File: src/rtl/cpu_mem_wb.sv
// Memory-access / writeback stage: accepts one executed instruction, runs the
// data-bus transaction for sw/lw, writes the register file and commits the PC.
//
// state  | meaning
// IDLE   | ready for the next executed instruction
// BUS    | waiting for bus_ack on a sw/lw, timeout counter running
// COMMIT | single retire cycle: rf write, PC update, interrupt entry
module cpu_mem_wb #(
    parameter logic [31:0] INTR_VEC    = 32'h0000_0010,
    parameter int          BUS_TIMEOUT = 16,
    parameter logic [31:0] RESET_PC    = 32'h0000_0000
) (
    input  logic        clk,
    input  logic        rst_n,
    input  logic        ex_valid,
    output logic        ex_ready,
    input  logic [3:0]  ex_opcode,
    input  logic [3:0]  ex_rd,
    input  logic [31:0] ex_x_rd,
    input  logic [31:0] ex_pc,
    input  logic [31:0] ex_mem_addr,
    input  logic [31:0] ex_mem_val,
    output logic        bus_req,
    output logic        bus_we,
    output logic [31:0] bus_addr,
    output logic [31:0] bus_wdata,
    input  logic        bus_ack,
    input  logic [31:0] bus_rdata,
    output logic        rf_we,
    output logic [3:0]  rf_waddr,
    output logic [31:0] rf_wdata,
    output logic [31:0] pc,
    output logic        commit,
    input  logic        intr_req,
    output logic        intr_ack,
    output logic        intr_en,
    output logic [31:0] epc,
    output logic        bus_err,
    input  logic        intr_en_set
);

    localparam int CW = $clog2(BUS_TIMEOUT + 1);
    localparam logic [CW-1:0] CNT_LAST = CW'(BUS_TIMEOUT - 1);

    localparam logic [3:0] OP_CALCI = 4'd1;
    localparam logic [3:0] OP_CALCR = 4'd2;
    localparam logic [3:0] OP_SW    = 4'd3;
    localparam logic [3:0] OP_LW    = 4'd4;
    localparam logic [3:0] OP_JALR  = 4'd5;
    localparam logic [3:0] OP_JCC   = 4'd6;

    typedef enum logic [1:0] {S_IDLE, S_BUS, S_COMMIT} state_t;

    state_t        state_q, state_d;
    logic [3:0]    op_q, op_d;
    logic [3:0]    rd_q, rd_d;
    logic [31:0]   wb_q, wb_d;
    logic [31:0]   npc_q, npc_d;
    logic [31:0]   addr_q, addr_d;
    logic [31:0]   val_q, val_d;
    logic [CW-1:0] cnt_q, cnt_d;
    logic          wr_ok_q, wr_ok_d;
    logic [31:0]   pc_q, pc_d;
    logic [31:0]   epc_q, epc_d;
    logic          intr_en_q, intr_en_d;
    logic          bus_err_q, bus_err_d;
    logic          take_intr;

    function automatic logic writes_rd(input logic [3:0] op);
        return (op == OP_CALCI) || (op == OP_CALCR) || (op == OP_LW) ||
               (op == OP_JALR)  || (op == OP_JCC);
    endfunction

    always_comb begin
        state_d   = state_q;
        op_d      = op_q;
        rd_d      = rd_q;
        wb_d      = wb_q;
        npc_d     = npc_q;
        addr_d    = addr_q;
        val_d     = val_q;
        cnt_d     = cnt_q;
        wr_ok_d   = wr_ok_q;
        pc_d      = pc_q;
        epc_d     = epc_q;
        bus_err_d = bus_err_q;
        ex_ready  = 1'b0;
        bus_req   = 1'b0;
        commit    = 1'b0;
        rf_we     = 1'b0;
        take_intr = 1'b0;

        case (state_q)
            S_IDLE: begin
                ex_ready = 1'b1;
                if (ex_valid) begin
                    op_d    = ex_opcode;
                    rd_d    = ex_rd;
                    wb_d    = ex_x_rd;
                    npc_d   = ex_pc;
                    addr_d  = ex_mem_addr;
                    val_d   = ex_mem_val;
                    wr_ok_d = 1'b1;
                    cnt_d   = '0;
                    state_d = (ex_opcode == OP_SW || ex_opcode == OP_LW) ? S_BUS : S_COMMIT;
                end
            end
            S_BUS: begin
                bus_req = 1'b1;
                // An ack arriving on the last allowed cycle still wins over the timeout.
                if (bus_ack) begin
                    if (op_q == OP_LW) wb_d = bus_rdata;
                    cnt_d   = '0;
                    state_d = S_COMMIT;
                end else if (cnt_q == CNT_LAST) begin
                    cnt_d     = '0;
                    bus_err_d = 1'b1;
                    wr_ok_d   = 1'b0;
                    state_d   = S_COMMIT;
                end else begin
                    cnt_d = cnt_q + CW'(1);
                end
            end
            S_COMMIT: begin
                commit    = 1'b1;
                rf_we     = writes_rd(op_q) && (rd_q != 4'd0) && wr_ok_q;
                take_intr = intr_req && intr_en_q;
                pc_d      = take_intr ? INTR_VEC : npc_q;
                if (take_intr) epc_d = npc_q;
                state_d   = S_IDLE;
            end
            default: state_d = S_IDLE;
        endcase

        // Interrupt entry clears the enable even if a re-enable arrives together.
        intr_en_d = intr_en_q;
        if (intr_en_set) intr_en_d = 1'b1;
        if (take_intr)   intr_en_d = 1'b0;
    end

    always_ff @(posedge clk or negedge rst_n) begin
        if (!rst_n) begin
            state_q   <= S_IDLE;
            op_q      <= '0;
            rd_q      <= '0;
            wb_q      <= '0;
            npc_q     <= '0;
            addr_q    <= '0;
            val_q     <= '0;
            cnt_q     <= '0;
            wr_ok_q   <= 1'b0;
            pc_q      <= RESET_PC;
            epc_q     <= '0;
            intr_en_q <= 1'b0;
            bus_err_q <= 1'b0;
        end else begin
            state_q   <= state_d;
            op_q      <= op_d;
            rd_q      <= rd_d;
            wb_q      <= wb_d;
            npc_q     <= npc_d;
            addr_q    <= addr_d;
            val_q     <= val_d;
            cnt_q     <= cnt_d;
            wr_ok_q   <= wr_ok_d;
            pc_q      <= pc_d;
            epc_q     <= epc_d;
            intr_en_q <= intr_en_d;
            bus_err_q <= bus_err_d;
        end
    end

    assign bus_we    = (op_q == OP_SW);
    assign bus_addr  = addr_q;
    assign bus_wdata = val_q;
    assign rf_waddr  = rd_q;
    assign rf_wdata  = wb_q;
    assign pc        = pc_q;
    assign epc       = epc_q;
    assign intr_en   = intr_en_q;
    assign bus_err   = bus_err_q;
    assign intr_ack  = take_intr;

endmodule
File: config.mk
export PLATFORM = sky130hd
export DESIGN_NAME = cpu_mem_wb
export DESIGN_NICKNAME = d
export VERILOG_FILES = /design/src/rtl/cpu_mem_wb.sv
export SDC_FILE = /design/constraint.sdc
export NUM_CORES = 1
export LEC_CHECK = 0
export BUFFER_PORTS_ARGS = -buffer_cell sky130_fd_sc_hd__buf_2
export CORE_MARGIN = 4
export CORE_UTILIZATION = 48
export DETAILED_ROUTE_END_ITERATION = 16
export GPL_TIMING_DRIVEN = 1
export PLACE_DENSITY = 0.8
export SLEW_MARGIN = 15
export SYNTH_ARGS = -nofsm -noshare
export SYNTH_HDL_FRONTEND = slang
export SYNTH_SLANG_ARGS = --single-unit
File: constraint.sdc
create_clock -name clk -period 2.2 [get_ports clk]
set_input_delay 0.44 -clock clk [delete_from_list [all_inputs] [get_ports clk]]
set_output_delay 0.44 -clock clk [all_outputs]
set_load 0.005 [all_outputs]
==> flow_summary.ini, run 1 <==
[synthesis]
async_flop_share_pct = 100
synthAdderAreaFrac_pct = 0.149
ys_seq_area_share_pct = 62.6
postSynthAreaPerCell_sq_um = 16.1
syn_inst = 521
synth_common_cells = dfrtp_1, mux2_2, a22o_1, mux2_4, buf_2
synthXorXnorAreaFrac_pct = 0.104
syn_area_sq_mm = 0.00839
synth.top_cells.by_area = dfrtp_1, mux2_2, mux2_4
synth_most_common_cell = dfrtp_1
synth_top_family_by_area = multiplexers
syn-num-nets = 696
yosys.area_share.simple_pct = 2.01
synth_edf_count = 0
synthFlopType = dfrtp_1
ys_types = 35
yosys_warnings = 0
synth-seq-cells = 210
synth_compound_area_share_pct = 4.53
synthMuxAreaShare_pct = 28.2
synth_top_area_share_pct = 62.6
post-synth-top-area-cell = dfrtp_1

[sta]
setup_slack_ns = 0.111
timing.fmax_ghz = 0.479
finalClockSkew_ns = 0.0162
relSlewSlack_pct = 54.1
setup_viol = 0
rsz0062_at_grt = false
tns_ns = 0
period_needed_ns = 2.09
tightest_slew_ns = 0.671
finalHoldViolCount = 0
period_share_pct = 95.0
slew_viol_final = 0

[power]
ir_drop_uv = 895
p_comb_share_pct = 25.9
p_per_area_mw_per_mm2 = 1130
power.leakage_nw = 5.55
pwr-share-clk_pct = 29.2
p_sw_share_pct = 27.4
switchingPower_mw = 3.48
power_frac_seq_pct = 44.9
p_total_mw = 12.7
p_int_mw = 9.21

[place]
port_buffers = 345
gp_congestion = 0.825
placed_area_sq_mm = 0.0105
dp_slack_ns = 0.375
place_hpwl_microns = 15400

[global_route]
antenna_found_initial = 2
grt_pass1_wl_microns = 33400
first_global_vias = 6470
grt_start_max_net_pins = 70
grt_overflow = 0
grt_use_total_pct = 20.9

[setup_path]
critPathRequiredTime_ns = 1.76
rrSetupSlack_ns = 0.40
path_buf_inv = 2
path_class = reg -> out
crit_path_top_delay_cell = dfrtp_1
critPathCaptureType = output port
crit_arrival_ns = 1.65
cp-start-kind = flop
path_cells = nor4_4 > buf_4 > nor3_1 > buf_2
crit_path_max_incr_delay_ns = 0.43
crit_start = rf_waddr[1]
path_max_fanout = 3
critical-path-top-delay-family = flip-flops
r2r_start = state_q[1]

[clock_network]
clock_latency_ns = 0.49
post_cts.repair.setup_buffers = 0
clk_path_buf_depth = 3
numClockSinks = 210
cts_tree = yes
numCtsBuffers = 22
cts_htree_levels = 1
cts_root_buf = clkbuf_16
path_clk_slew_ns = 0.06

[routing]
firstDrtPassIters = 4
wl_per_cell_microns = 18.7
drc = 0
vias_per_cell = 5.12
ant_nets = 0
finalWirelength_microns = 21000
num_vias = 5755
drt_iter0_drc = 161

[floorplanning]
fp-row-count = 48
ioPinCount = 346
die_area_sq_mm = 0.0197
die_w_microns = 140
die_h_microns = 140
core_area_sq_mm = 0.0172
initial_core_util_pct = 48.7

[cells_and_area]
syn2layout_area_growth_pct = 34.4
final_cell_area_sq_mm = 0.0113
drive_above_1_share_pct = 67.9
num-nets-final = 1057
final_util_pct = 65.4

[hold_path]
min_from = ex_pc[4]
hold_path_class = in -> reg

[flow_run]
timing.max_cap.violations = 0

[status]
status = complete, no violations
[cell families after synthesis]
group	after synthesis
flops	210
mux	200
compound gates	47
buf+inv	34
simple gates	28
xor+xnor	1
fa+ha+maj	1
[layout by cell type (no fill, tap or decap), types with 2 or more instances in the layout]
master and instances:
nor2_1 4, clkbuf_8 4, buf_2 344, nor3_1 3, clkbuf_1 3, a22o_1 32, inv_1 4, a21oi_1 3
bufinv_16 2, mux2_2 168, mux2_4 30, buf_12 9, o21ai_0 4, clkinv_2 6, nor3b_1 3, nand3_1 2
o21bai_1 2, nand2_1 5, clkbuf_16 23, nor2b_1 2, diode_2 2, buf_4 11, dfrtp_1 209
[state kept, by name (all words and copies together) (netlist names), 5 cells and up]
signal     flops
pc            32
epc           32
cnt_q          5
bus_addr      32
bus_wdata     32
npc_q         32
rf_wdata      32
[path summary, 6_finish.rpt]
path / end / cells past startpoint
max in group asynchronous: npc_q[2] / 3
min in group asynchronous: bus_wdata[14] / 2
worst max register to register: rf_waddr[1] / 4
worst min-delay path: npc_q[4] / 3
worst min register to register: bus_err / 1
worst max-delay path: rf_we / 4
[power by group through the flow]
stage               Combinational (mW)  Clock, mW  Sequential, mW
floorplan                         1.54          0            5.74
global placement                  3.24          0            5.68
detailed placement                3.34          0            5.73
CTS                               3.36       3.79            5.70
global route                      3.58       3.97            5.85
finish                            3.29       3.71            5.70
[timing repair]
| item | in CTS | in global routing |
|---|---|---|
| endpoints found under the hold margin | 60 | 0 |
| setup endpoints to repair | 1 | 1 |
| gates resized for setup | 1 | 3 |
| hold buffers | 1 | 0 |
| pin swaps | 0 | 0 |
[layout make-up]
class | count | area (sq um)
fillers | 1280 | 5960
flip-flops and latches | 210 | 5260
multi-input cells | 277 | 2970
repair buffers | 366 | 2010
clock buffers | 29 | 628
well taps | 225 | 282
clock inverters | 10 | 106
inverters | 5 | 21.3
diodes | 2 | 5.00
[metal layers]
layer	routed length (microns)	share of wire, %	track usage (%)	vias to the layer above
met4	640	3.1	6.88	0
met3	1900	9.0	6.93	51
met5	0	0	0	-
met1	7840	37	24.3	2861
met2	10600	51	36.4	233
li1	-	-	-	2610
[metrics by stage]
stage / hold slack [ns] / std cells
2_1_floorplan: 0.144 / 521
3_3_place_gp: 0.440 / 1082
3_5_place_dp: 0.449 / 1082
4_1_cts: 0.130 / 1122
5_1_grt: 0.149 / 1124
6_report: 0.146 / 1124
[worst register-to-register path, cell delays in order (launching register included)]
cell     delay (ns)
dfrtp_1        0.49
nor3b_2        0.36
buf_4          0.28
buf_12         0.19
mux2_2         0.36
Power figures use the tool's default switching activity.
==> run 2: changes to the inputs <==
BUFFER_PORTS_ARGS = default   (was -buffer_cell sky130_fd_sc_hd__buf_2)
CORE_UTILIZATION = 50   (was 48)
DONT_BUFFER_PORTS = 1   (was default)
PLACE_DENSITY = default   (was 0.8)
==> run 2 against run 1 <==
Net effect:
- the flow now finishes with violations (hold timing)
- global-route usage down 2.1 points
- final area down 16%
- routed wire length down 11%
- count of clock-buffer cells in the layout up 2
- sequential cell count unchanged
- critical path depth up 1
- via count down 25%
- clock skew about the same
- utilization down 8.4 points
- combinational power down 47%
- critical endpoint unchanged
==> flow_summary.ini, run 2 (same netlist as run 1, synthesis figures left out) <==
[status]
status = finished, violations left
violations = hold timing

[clock_network]
clock_latency_ns = 0.50
numCtsBuffers = 22
cts_htree_levels = 1
numClockSinks = 210
cts_root_buf = clkbuf_16
cts_tree = yes
path_clk_slew_ns = 0.06
clk_path_buf_depth = 3

[cells_and_area]
diodes = 0
syn2layout_area_growth_pct = 12.3
final_common_cell = dfrtp_1
drive_above_1_share_pct = 47.6
num-fill-cells = 1352
layout_common_cells = dfrtp_1, mux2_2, a22o_1
num-nets-final = 703

[power]
ir_drop_uv = 792
p_per_area_mw_per_mm2 = 1230
power.leakage_nw = 4.11
p_total_mw = 11.6

[sta]
period_share_pct = 93.1
period_needed_ns = 2.05
finalHoldViolCount = 210
setup_viol = 0
holdWs_ns = -0.363
slew_viol_final = 0
relSlewSlack_pct = 60.4
timing.fmax_ghz = 0.488
finalClockSkew_ns = 0.0159
rsz0062_at_grt = false
tightest_slew_ns = 0.579
tns_ns = 0

[floorplanning]
initial_core_util_pct = 50.8
die_w_microns = 138
die_h_microns = 138
die_area_sq_mm = 0.0189
fp-row-count = 47
core_area_sq_mm = 0.0165
ioPinCount = 346

[routing]
drt_iter0_drc = 174
num_vias = 4330
drc = 0
firstDrtPassIters = 4
vias_per_cell = 5.67
finalWirelength_microns = 18600
wl_per_cell_microns = 24.4
ant_nets = 0

[setup_path]
critPathRequiredTime_ns = 1.76
path_cells = nand2b_2 > inv_4 > nand4b_1 > nor3_2 > buf_4
r2r_end = rf_waddr[2]
critPathCaptureType = output port
path_max_fanout = 8
rrSetupSlack_ns = 0.31
r2r_cells = 4
r2r_start = state_q[0]
crit_path_top_delay_cell = dfrtp_1
crit_arrival_ns = 1.61
cp-start-kind = flop
crit_path_max_incr_delay_ns = 0.51
path_class = reg -> out

[global_route]
antenna_found_initial = 1
grt_pass1_wl_microns = 27500
first_global_vias = 4640
grt_use_total_pct = 18.8
grt_overflow = 0
grt_start_max_net_pins = 211

[place]
gp_congestion = 0.724
port_buffers = 0
place_hpwl_microns = 13100

[flow_run]
timing.max_cap.violations = 0

[hold_path]
hold_path_class = in -> async
## run 2: layout make-up
class	instances	area (sq um)	area share [%]
timing repair buffer	12	140	1.49
inverter	5	21.3	0.226
tap	220	275	2.92
clock buffer	31	654	6.94
clock inverter	9	113	1.19
sequential	210	5260	55.8
multi-input combinational	277	2970	31.5
## run 2: worst max-delay path by stage
stage	cells past startpoint	slack, ns	to	startpoint
after floorplan	5	0.60	rf_wdata[10]	state_q[0]
after global placement	3	0.46	npc_q[26]	state_q[1]
after detailed placement	3	0.36	rf_waddr[0]	state_q[1]
after CTS	5	0.02	rf_we	state_q[0]
after global routing	5	0.01	rf_we	state_q[1]
final	5	0.15	rf_we	state_q[1]
## run 2: timing repair
| item | CTS | global route |
|---|---|---|
| buffers inserted | 0 | 1 |
| hold endpoints to repair | 210 | 210 |
| endpoints found under the setup margin | 1 | 2 |
| pin swaps | 0 | 0 |
| gates resized for setup | 1 | 3 |
## run 2: report_power, final
| group | leakage [nW] | total [mW] | switching [mW] | internal [mW] |
|---|---|---|---|---|
| clock | 0.385 | 3.78 | 1.46 | 2.32 |
| combinational | 1.22 | 1.74 | 0.585 | 1.15 |
| sequential | 2.50 | 6.10 | 1.07 | 5.03 |
## run 2: critical path, delay by kind of cell, from the launching register on
| family | cells | cell delay (ns) |
|---|---|---|
| buf+inv | 2 | 0.26 |
| flops | 1 | 0.51 |
| simple gates | 3 | 0.36 |
## run 2: per-layer routing
layer / vias up / track usage (%) / part of all wire [%]
met5: - / 0 / 0.070
met4: 2 / 4.49 / 1.6
met3: 27 / 8.95 / 13
met2: 226 / 30.7 / 50
met1: 2183 / 22.5 / 36
li1: 1892 / - / -
## run 2: metrics by stage
| stage | util [%] | worst slack [ns] | area, sq um | cells |
|---|---|---|---|---|
| after global routing | 57.0 | 0.0123 | 9430 | 764 |
| final | 57.0 | 0.152 | 9430 | 764 |
| after detailed placement | 52.3 | 0.358 | 8640 | 723 |
| after global placement | 52.3 | 0.456 | 8640 | 723 |
| after CTS | 56.9 | 0.0246 | 9410 | 763 |
| after floorplan | - | 0.600 | 8390 | 521 |
==> run 3: changes to the inputs <==
PLACE_DENSITY = 0.68   (was default)
==> run 3 against run 2 <==
Net effect:
- final cell count shrank 0.39%
- clock power is essentially flat
- utilization fell by 0.061 points
- non-clock buffer count fell by 1
- global-route usage shrank 0.85 points
- combinational power hardly changed
- largest power group unchanged
- the run still ends with hold timing left
- via count rose by 0.69%
- routed wire length is 1.4% lower
- final area shrank 0.11%
- first-iteration DRC count fell by 0.57%
- hold slack improved by 0.0090 ns
- fmax is 0.41% higher
==> flow_summary.ini, run 3 (same netlist as run 1, synthesis figures left out) <==
[floorplanning]
core_area_sq_mm = 0.0165
ioPinCount = 346
die_area_sq_mm = 0.0189
die_h_microns = 138
initial_core_util_pct = 50.8
fp-row-count = 47
die_w_microns = 138

[sta]
period_share_pct = 92.7
finalHoldViolCount = 210
finalClockSkew_ns = 0.00895
slew_viol_final = 0
setup_slack_ns = 0.160
holdWs_ns = -0.354
period_needed_ns = 2.04
setup_viol = 0
timing.fmax_ghz = 0.490
relSlewSlack_pct = 57.2
tightest_slew_ns = 0.626

[power]
p_comb_share_pct = 15.1
switchingPower_mw = 3.12
p_per_area_mw_per_mm2 = 1240
p_sw_share_pct = 26.8
pwr-share-clk_pct = 32.5
power.leakage_nw = 4.09
ir_drop_uv = 689
p_int_mw = 8.53
power_frac_seq_pct = 52.4

[cells_and_area]
syn2layout_area_growth_pct = 12.2
drive_above_1_share_pct = 47.3
num-fill-cells = 1302
diodes = 0
num-nets-final = 702
final_common_cell = dfrtp_1
layout_common_cells = dfrtp_1, mux2_2, a22o_1

[global_route]
first_global_vias = 4704
grt_overflow = 0
antenna_found_initial = 0
grt_start_max_net_pins = 211
grt_pass1_wl_microns = 26400
grt_use_total_pct = 17.9

[clock_network]
cts_htree_levels = 1
numClockSinks = 210
post_cts.repair.setup_buffers = 0
cts_tree = yes
numCtsBuffers = 22
cts_root_buf = clkbuf_16
path_clk_slew_ns = 0.06
clock_latency_ns = 0.49
clk_path_buf_depth = 3

[routing]
firstDrtPassIters = 4
drc = 0
drt_iter0_drc = 173
vias_per_cell = 5.73
ant_nets = 0
num_vias = 4360
wl_per_cell_microns = 24.1
finalWirelength_microns = 18300

[setup_path]
cp-start-kind = flop
critPathRequiredTime_ns = 1.76
path_class = reg -> out
crit_arrival_ns = 1.60
critPathCaptureType = output port
path_max_fanout = 8

[place]
place_hpwl_microns = 12800
gp_congestion = 0.739
dp_slack_ns = 0.333
port_buffers = 0

[flow_run]
timing.max_cap.violations = 0

[hold_path]
hold_path_class = in -> async

[status]
violations = hold timing
status = finished, violations left
## run 3: changes by cell type in the layout (fill, tap and decap cells not counted)
cell        change
clkinv_2        -3
clkinvlp_4      +2
buf_4           -1
clkbuf_16       +1
clkbuf_8        -1
clkinv_8        -1
inv_6           +1
inv_8           -1
nand2b_2        -1
nand2b_4        +1
## run 3: path summary, 6_finish.rpt
| path | from | end | slack [ns] | cells past startpoint |
|---|---|---|---|---|
| setup / recovery | state_q[1] | rf_we | 0.16 | 5 |
| hold / removal | rst_n | npc_q[31] | -0.35 | 0 |
| setup reg to reg | state_q[1] | bus_addr[14] | 0.32 | 3 |
| hold reg to reg | cnt_q[2] | cnt_q[2] | 0.50 | 1 |
| max in group asynchronous | rst_n | state_q[0] | 2.33 | 0 |
| min in group clk | intr_en_set | intr_en | 0.08 | 1 |
## run 3: repair_timing
action | in CTS | in global routing
setup endpoints to repair | 1 | 1
gates resized for setup | 1 | 4
hold endpoints to repair | 210 | 210
## run 3: final cells by class
| cell class | instances | area [sq um] | area share [%] |
|---|---|---|---|
| Clock inverter | 7 | 93.8 | 0.997 |
| Inverter | 5 | 21.3 | 0.226 |
| Sequential cell | 210 | 5260 | 55.8 |
| Timing Repair Buffer | 11 | 133 | 1.41 |
| Multi-Input combinational cell | 277 | 2970 | 31.6 |
| Clock buffer | 31 | 666 | 7.07 |
| Tap cell | 220 | 275 | 2.92 |
## run 3: per-layer routing
layer  GRT usage [%]  part of all wire (%)  vias to the layer above  routed length, microns
met5               0                     0                        -                       0
met4            6.37                   3.4                        0                     623
met3            7.85                    11                       43                    2060
met2            30.9                    51                      220                    9360
met1            19.7                    34                     2206                    6300
li1                -                     -                     1891                       -
## run 3: power by group through the flow
stage               clock (mW)  sequential (mW)  combinational (mW)
global placement             0             6.13                1.68
global route              4.05             6.24                1.91
finish                    3.79             6.10                1.76
detailed placement           0             6.17                1.77
CTS                       3.90             6.12                1.79
floorplan                    0             5.74                1.54
## run 3: stage by stage
stage | utilization (%) | instance area (sq um) | std cells | total power [mW] | TNS, ns
floorplan | - | 8390 | 521 | 7.28 | 0
global placement | 52.3 | 8630 | 723 | 7.81 | 0
detailed placement | 52.3 | 8630 | 723 | 7.95 | 0
CTS | 56.9 | 9400 | 761 | 11.8 | 0
global route | 57.0 | 9420 | 761 | 12.2 | -0.00730
finish | 57.0 | 9420 | 761 | 11.6 | 0
## run 3: worst max-delay path: stages, from the launching register on
cell      delay, ns
dfrtp_1        0.52
nand2b_4       0.10
inv_4          0.11
nand4b_1       0.12
nor3_2         0.11
buf_4          0.14
